**src/rtl/parity_frame_unit.sv**
```systemverilog
// Frame-level XOR parity generator/checker over FRAME_LEN beats with valid/ready on both sides.
// Optional PARITY_ERR_COUNT_EN adds a saturating check-mode error counter (err_count/err_clr).
module parity_frame_unit #(
    parameter int DATA_W    = 6,
    parameter int FRAME_LEN = 4,
    parameter int CNT_W     = 8
) (
    input  logic              clk,
    input  logic              rst,
    input  logic              mode,
    input  logic              odd_sel,
    input  logic              in_valid,
    output logic              in_ready,
    input  logic [DATA_W-1:0] in_data,
    input  logic              in_par,
    output logic              out_valid,
    input  logic              out_ready,
    output logic              out_par,
    output logic              out_err,
    output logic [CNT_W-1:0]  beat_cnt,
    output logic              busy
`ifdef PARITY_ERR_COUNT_EN
    ,
    input  logic              err_clr,
    output logic [7:0]        err_count
`endif
);

    typedef enum logic [1:0] {
        IDLE   = 2'd0,
        ACCUM  = 2'd1,
        RESULT = 2'd2
    } state_t;

    localparam logic [CNT_W-1:0] LAST_CNT = CNT_W'(FRAME_LEN - 1);

    state_t           state_q;
    logic             acc_q;
    logic             mode_q;
    logic             odd_q;
    logic             out_par_q;
    logic             out_err_q;
    logic [CNT_W-1:0] cnt_q;

    logic             xfer;
    logic             res_take;
    logic             first_beat;
    logic             is_last;
    logic             eff_mode;
    logic             eff_odd;
    logic             acc_d;
    logic [CNT_W-1:0] cnt_d;

    assign in_ready  = (state_q != RESULT);
    assign out_valid = (state_q == RESULT);
    assign busy      = (state_q != IDLE);
    assign out_par   = out_par_q;
    assign out_err   = out_err_q;
    assign beat_cnt  = cnt_q;

    assign xfer     = in_valid & in_ready;
    assign res_take = out_valid & out_ready;

    // The first beat uses the live mode/odd_sel, later beats the latched copies.
    // cnt_q is 0 in IDLE, so a one-beat frame is "last" on its first beat.
    assign first_beat = (state_q == IDLE);
    assign is_last    = (cnt_q == LAST_CNT);
    assign eff_mode   = first_beat ? mode    : mode_q;
    assign eff_odd    = first_beat ? odd_sel : odd_q;
    assign acc_d      = (first_beat ? 1'b0 : acc_q) ^ (^in_data);
    assign cnt_d      = cnt_q + 1'b1;

    always_ff @(posedge clk) begin
        if (rst) begin
            state_q   <= IDLE;
            acc_q     <= 1'b0;
            mode_q    <= 1'b0;
            odd_q     <= 1'b0;
            out_par_q <= 1'b0;
            out_err_q <= 1'b0;
            cnt_q     <= '0;
        end else begin
            case (state_q)
                IDLE, ACCUM: begin
                    if (xfer) begin
                        acc_q <= acc_d;
                        cnt_q <= cnt_d;
                        if (first_beat) begin
                            mode_q <= mode;
                            odd_q  <= odd_sel;
                        end
                        if (is_last) begin
                            out_par_q <= acc_d ^ eff_odd;
                            out_err_q <= eff_mode & (acc_d ^ in_par ^ eff_odd);
                            state_q   <= RESULT;
                        end else begin
                            state_q <= ACCUM;
                        end
                    end
                end
                RESULT: begin
                    if (res_take) begin
                        state_q <= IDLE;
                        cnt_q   <= '0;
                    end
                end
                default: state_q <= IDLE;
            endcase
        end
    end

`ifdef PARITY_ERR_COUNT_EN
    logic [7:0] err_count_q;

    assign err_count = err_count_q;

    always_ff @(posedge clk) begin
        if (rst || err_clr) begin
            err_count_q <= 8'd0;
        end else if (res_take && out_err_q && (err_count_q != 8'hFF)) begin
            err_count_q <= err_count_q + 8'd1;
        end
    end
`endif

endmodule

```
**config.mk**
```make
export PLATFORM = sky130hd
export DESIGN_NAME = parity_frame_unit
export DESIGN_NICKNAME = d
export VERILOG_FILES = /design/src/rtl/parity_frame_unit.sv
export SDC_FILE = /design/constraint.sdc
export NUM_CORES = 1
export LEC_CHECK = 0
export BUFFER_PORTS_ARGS = -buffer_cell sky130_fd_sc_hd__buf_2
export CORE_MARGIN = 2
export CORE_UTILIZATION = 47
export DETAILED_ROUTE_END_ITERATION = 8
export PLACE_DENSITY = 0.75
export SLEW_MARGIN = 10
export SYNTH_ARGS = -nofsm -noshare
export SYNTH_HDL_FRONTEND = slang
export SYNTH_SLANG_ARGS = --single-unit
```
**constraint.sdc**
```tcl
create_clock -name clk -period 3 [get_ports clk]
set_input_delay 0.6 -clock clk [delete_from_list [all_inputs] [get_ports clk]]
set_output_delay 0.6 -clock clk [all_outputs]
set_load 0.02 [all_outputs]
```
==> out/results.txt, run 1 <==
Slew margin rel.: 75.7%
Register area: 300 sq um
RR Endpoint: out_err$_SDFFE_PP0P_
Mapped cell area: 802 sq um
Netlist cell types: 32
# IOs: 26
CTS Root Buffer Type: clkbuf_4
Seq cells post-synth: 15
Vias: 735
GRT Util Overall: 18.4%
Post-route ant nets: 0
Fin. Hold Viols: 0
Hold_sp: mode_q$_SDFFE_PP0P_
Vias per inst: 5.61
P_leak: 0.000452 uW
Final Non-Filler Cells: 131
Cell taking the most area after synthesis: dfxtp_1
Post CTS Setup Buffer Count: 0
Crit. End Element: output port
First-pass GRT wire length: 2720 um
Critical Path Slowest Stage Cell: dfxtp_1
Slowest stage delay, CP: 0.39 ns
Top cells by area, synth: dfxtp_1 37%, xnor2_1 6.6%, nor2_1 5.6%
Hold WC Path Type: reg -> reg
Largest net degree at the start of global routing: 13
Horiz. Die Dim: 45.3 um
Initial DRT Pass Iterations: 4
Global route total overflow: 0
Arr. time, crit path: 1.26 ns
Max-cap violation count: 0
Area growth syn-to-layout: 20.9%
R2r setup slk: 1.23 ns
Post-synthesis sequential area ratio: 37.4%
Setup crit start: state_q[1]$_SDFFE_PP0P_
Post-place setup slack: 0.966 ns
Syn_area_per_cell: 9.22 sq um
Design Area, Final: 970 sq um
Cts hold-fix bufs: 0
Initial core utilization: 51.4%
Diodes inserted: 0
Minimum clock period: 1.86 ns
Residual DRC: 0
Status: finished clean
Placeable Area: 0.00156 sq mm
Initial antenna violation count: 0
Clock Pin Slew Worst Setup and Hold Paths: 0.09 ns
Fmax: 537 MHz
Routed len/inst: 12.7 um
Setup violations, final: 0
Final WL: 1670 um
Vias in the first global route: 654
Worst vdd ir: 0.000249 V
Synth Warn #: 0
Placed Area: 943 sq um
TritonCTS buffer count: 3
Area occupied by multi-input gates: 490 sq um
CP delay by family, top: flip-flops
Post-layout worst setup margin: 1.14 ns
H-tree depth: 1
RSZ-0062 raised after global routing: false
PostCTS Resize Cnt: 0
Hold Path End: mode_q$_SDFFE_PP0P_
Net count after synthesis: 101
Period utilization: 62.1%
Critical Path Stages: 3
Highest net fanout along the worst path: 8
Clk buf depth: 2
# nets final: 130
Worst R2R Path Depth: 3
Detailed Place HPWL: 1270 um
TritonCTS clock tree: yes
Setup_tns: 0 ns
Worst-Margin Slew: 0.363 ns
Final Skew: 0.00563 ns
Crit Path Category: reg -> out
Reg-to-reg startpoint: beat_cnt[2]$_SDFFE_PP0P_
# port buffers: 25
Worst path required time: 2.40 ns
Worst-path cell chain: nor2_1, inv_1, buf_2
Power Density: 431 mW/mm^2
Fin. max-slew vios: 0
CP bufs+invs: 2
Number of fill cells: 139
Hold path depth: 2
CTS sink cnt: 15
Die Area: 0.00205 sq mm
Latest clock arrival within the worst-skew pair: 0.29 ns
Gpl congestion: 0.840
# rows: 14
Final Power: 418 uW
Startpoint Class: register
Syn Inst Count: 87
Yosys top cell area share: 37.4%
Fraction of layout cells with a size suffix above 1: 28.7%
DR iter-0 viols: 10
Die height: 45.3 um
Inst Count DP: 127
[registers in the layout, summed over array words and instances (netlist names)]
name and cells:
odd_q 1, acc_q 1, beat_cnt 8, out_par 1, out_err 1, state_q 2
mode_q 1
[worst max path at each step]
| stage | end | slack (ns) |
|---|---|---|
| 2_1_floorplan | out_err$_SDFFE_PP0P_ | 1.17 |
| 4_1_cts | busy | 1.14 |
| 3_3_place_gp | out_err$_SDFFE_PP0P_ | 1.03 |
| 5_1_grt | busy | 1.03 |
| 6_report | busy | 1.14 |
| 3_5_place_dp | out_err$_SDFFE_PP0P_ | 0.97 |
[per-layer routing]
metal  global-route usage (%)  part of all wire (%)  up-vias
li1                         -                     -      367
met1                     23.2                    48      344
met2                     29.1                    45       22
met3                     7.20                   5.6        2
met4                     5.29                  0.72        0
met5                        0                     0        -
[Yosys cell counts, drive strengths merged]
master and count:
nand4 1, clkbuf 1, nor3 1, o21ai 1, nand2 5, xnor2 6
nand3b 3, a21oi 5, inv 2, a31oi 1, dfxtp 15, nor2 12
or3 1, xnor3 2, and3 1, nor2b 1, o31ai 1, and3b 1
nand3 4, ha 1, a211oi 2, mux2i 2, or4 2, nand2b 4
nor4 1, xor2 5, o2111ai 2, a22oi 1, or2 1, a2bb2oi 1
o41ai 1
[layout make-up]
| cell class | instances | share of cell area (%) |
|---|---|---|
| timing repair buffer | 25 | 12.9 |
| tap | 16 | 2.06 |
| multi-input combinational | 69 | 50.6 |
| sequential | 15 | 31.0 |
| clock buffer | 4 | 2.71 |
| inverter | 2 | 0.774 |
[through the flow]
stage,utilization [%],hold WS (ns)
after floorplan,-,0.436
after global placement,60.5,0.446
after detailed placement,60.5,0.455
after CTS,62.2,0.467
after global routing,62.2,0.501
final,62.2,0.464
[cells by family (layout without fill, tap and decap cells)]
logic type                 after synthesis  count (layout)  share of synthesized area [%]
AOI/OAI and AO/OA                       15              15                           13.6
and+or+nand+nor                         38              38                           25.9
adders and majority gates                1               1                           1.56
DFF                                     15              15                           37.4
xor gates and xnor gates                13              13                           17.6
muxes                                    2               2                           2.50
buffers and inverters                    3              31                           1.40
[worst register-to-register path: stages (launching register included)]
cell and delay, ns:
dfxtp_1 0.37, or4_4 0.55, or4_4 0.47, o41ai_2 0.31
[power by group]
part	internal, uW	switching (uW)
registers	207	8.24
clock network	51.7	62.0
logic	47.0	42.0
total	305	112
[cell usage in the layout (no fill, tap or decap), drive strengths merged, types with 2 or more instances in the layout]
master	netlist	layout
nand2b	4	4
nand3b	3	3
nand2	5	5
nor2	12	12
mux2i	2	2
clkbuf	1	4
inv	2	2
a21oi	5	5
buf	0	25
or4	2	2
xnor3	2	2
a211oi	2	2
o2111ai	2	2
xnor2	6	6
dfxtp	15	15
xor2	5	5
nand3	4	4
Note: power is estimated with default switching activity, not from simulation.
==> inputs of run 2 (changes only) <==
ABC_AREA = 1   (was unset)
CORE_UTILIZATION = 45   (was 47)
PLACE_DENSITY = 0.73   (was 0.75)
clock period = 1.55 ns   (was 3 ns; I/O delays follow)
==> run 2 against run 1 <==
Compared with the run above: register-to-register slack lost 1.1 ns; via count up 24%; non-clock buffer count up 2; global-route usage decreased by 1.1 points; critical path type is now reg -> reg; total power is 92% higher; routed wire length rose by 11%.
==> out/results.txt, run 2 <==
Netlist cell types: 22 (-31%)
Crit Path Category: reg -> reg
DR iter-0 viols: 14 (+4)
Residual DRC: 0 (unchanged)
Final WL: 1860 um (+11%)
Vias in the first global route: 847 (+30%)
Startpoint Class: register
Yosys top cell area share: 33.2% (-4.2 points)
Highest net fanout along the worst path: 5 (-3)
GRT Util Overall: 17.3% (-1.1 points)
TritonCTS buffer count: 3 (unchanged)
Number of fill cells: 202 (+45%)
P_leak: 0.000618 uW (+37%)
Commonest non-fill, non-tap cells in the layout: 37 x nand2_1, 29 x inv_1, 25 x buf_2
Final core utilization: 58.1% (-4.1 points)
Minimum clock period: 1.41 ns
Async SR Flop Fraction: 0% (unchanged)
Slowest stage delay, CP: 0.36 ns (-0.03 ns)
First-pass GRT wire length: 3310 um (+22%)
Worst-Margin Slew: 0.277 ns (-0.0867 ns)
TritonCTS clock tree: yes
Status: finished clean
Hold WC Path Type: in -> reg
Horiz. Die Dim: 48.8 um (+7.8%)
R2r setup slk: 0.14 ns (-1.09 ns)
Syn Inst Count: 140 (+61%)
# rows: 16 (+2)
Gpl congestion: 0.797 (-5.2%)
Mapped cell area: 905 sq um (+13%)
Setup_tns: 0 ns (unchanged)
Worst-path cell chain: ha_1, nand4_1, nor4_2, nand2_1, inv_2, nand3_1, o211ai_1, inv_1
Vias per inst: 4.62 (-18%)
Final Non-Filler Cells: 198 (+51%)
Initial core utilization: 47.1% (-4.4 points)
Post-synth EDFFs: 0 (unchanged)
Setup violations, final: 0 (unchanged)
Critical Path Slowest Stage Cell: dfxtp_1
Routed len/inst: 9.37 um (-26%)
Synth Warn #: 0 (unchanged)
Die Area: 0.00238 sq mm (+16%)
# IOs: 26 (unchanged)
Top-count cell post-synth: nand2_1
Vias: 915 (+24%)
Clock Pin Slew Worst Setup and Hold Paths: 0.10 ns (about the same)
Worst path required time: 1.74 ns (-0.66 ns)
Post-route ant nets: 0 (unchanged)
Final Skew: 0.00860 ns (+0.00297 ns)
Inst Count DP: 194 (+53%)
Cell taking the most area after synthesis: dfxtp_1
Largest net degree at the start of global routing: 10 (-3)
CTS sink cnt: 15 (unchanged)
Post-synthesis sequential area ratio: 33.2% (-4.2 points)
Most used flip-flop cell after synthesis: dfxtp_1
Max-cap violation count: 0 (unchanged)
Slew margin rel.: 81.4% (+5.7 points)
Syn_area_per_cell: 6.46 sq um (-30%)
Most frequent cells after synthesis: 37 x nand2_1, 29 x inv_1, 15 x dfxtp_1
Power Density: 720 mW/mm^2 (+67%)
# port buffers: 25 (unchanged)
Fmax: 707 MHz
Net count after synthesis: 154 (+52%)
Seq cells post-synth: 15 (unchanged)
H-tree depth: 1 (unchanged)
Worst vdd ir: 0.000575 V (+130%)
Arr. time, crit path: 1.60 ns (+0.34 ns)
Fin. Hold Viols: 0 (unchanged)
CP bufs+invs: 2 (unchanged)
# nets final: 186 (+43%)
Fin. max-slew vios: 0 (unchanged)
CTS Root Buffer Type: clkbuf_4
Clk buf depth: 2 (unchanged)
Most common cell after layout, fill and taps aside: nand2_1
Top cells by area, synth: dfxtp_1 33%, nand2_1 15%, inv_1 12%
Placeable Area: 0.00192 sq mm (+23%)
Global route total overflow: 0 (unchanged)
Crit. End Element: register
Period utilization: 91.2%
Latest clock arrival within the worst-skew pair: 0.30 ns (about the same)
Max FFs per register: 8 (unchanged)
Initial DRT Pass Iterations: 4 (unchanged)
Area growth syn-to-layout: 23.4%
Detailed Place HPWL: 1500 um (+18%)
Post CTS Setup Buffer Count: 0 (unchanged)
Initial antenna violation count: 0 (unchanged)
Diodes inserted: 0 (unchanged)
CP delay by family, top: simple AND/OR/NAND/NOR gates
Fraction of layout cells with a size suffix above 1: 27.5% (-1.2 points)
RSZ-0062 raised after global routing: false
Die height: 48.8 um (+7.8%)
-- run 2: changes by cell type after synthesis, moves of 3 or more --
cell and delta:
a21oi_1 +5, inv_1 +28, nand2_1 +32, nand2_4 +3, nand2b_1 -4, nand3_1 +4
nand3b_1 -3, nor2_1 -3, o21ai_0 +10, xnor2_1 -6, xor2_1 -5
-- run 2: through the flow --
step                hold slack, ns  worst slack [ns]  total power, uW  cell area (sq um)
finish                       0.271             0.136              803               1120
global placement             0.468             0.105              571               1080
floorplan                    0.379           0.00978              521                905
global route                 0.282            0.0251              846               1120
detailed placement           0.476            0.0871              578               1080
CTS                          0.276            0.0534              805               1110
-- run 2: routing by layer --
| metal | share of wire, % | GRT usage, % |
|---|---|---|
| met5 | 0 | 0 |
| met4 | 2.2 | 8.57 |
| met2 | 45 | 30.1 |
| met1 | 49 | 20.4 |
| met3 | 3.4 | 3.07 |
-- run 2: kinds of logic (layout without fill, tap and decap cells) --
group	after synthesis	after routing	synth area share, %
AO/OA/AOI/OAI	24	24	14.2
adder cells (fa/ha/maj)	1	1	1.38
buffers and inverters	32	63	13.3
flip-flops	15	15	33.2
AND/OR/NAND/NOR	68	68	37.9
-- run 2: final timing paths --
path | startpoint | cells past startpoint | to
worst max-delay path | beat_cnt[0]$_SDFFE_PP0P_ | 8 | out_par$_SDFFE_PP0P_
worst min-delay path | rst | 2 | beat_cnt[1]$_SDFFE_PP0P_
worst max register to register | beat_cnt[0]$_SDFFE_PP0P_ | 8 | out_par$_SDFFE_PP0P_
worst min register to register | state_q[1]$_SDFFE_PP0P_ | 1 | state_q[0]$_SDFFE_PP0P_
-- run 2: area by class of cell --
cell class	count	area [sq um]	area share, %
repair buffers	27	140	12.6
clock buffers	3	22.5	2.02
inverters	32	120	10.8
flip-flops and latches	15	302	27.0
well taps	27	33.8	3.03
clock inverters	1	5.00	0.448
multi-input cells	93	493	44.2
-- run 2: repair_timing --
action / in CTS / in global routing
gates resized for setup: 0 / 3
endpoints found under the hold margin: 0 / 0
hold buffers: 0 / 0
endpoints found under the setup margin: 0 / 4
-- run 2: report_power, final --
part	total, uW	switching, uW	internal (uW)
clock	235	139	96.2
sequential	409	9.28	400
combinational	159	99.6	59.9
total	803	248	556
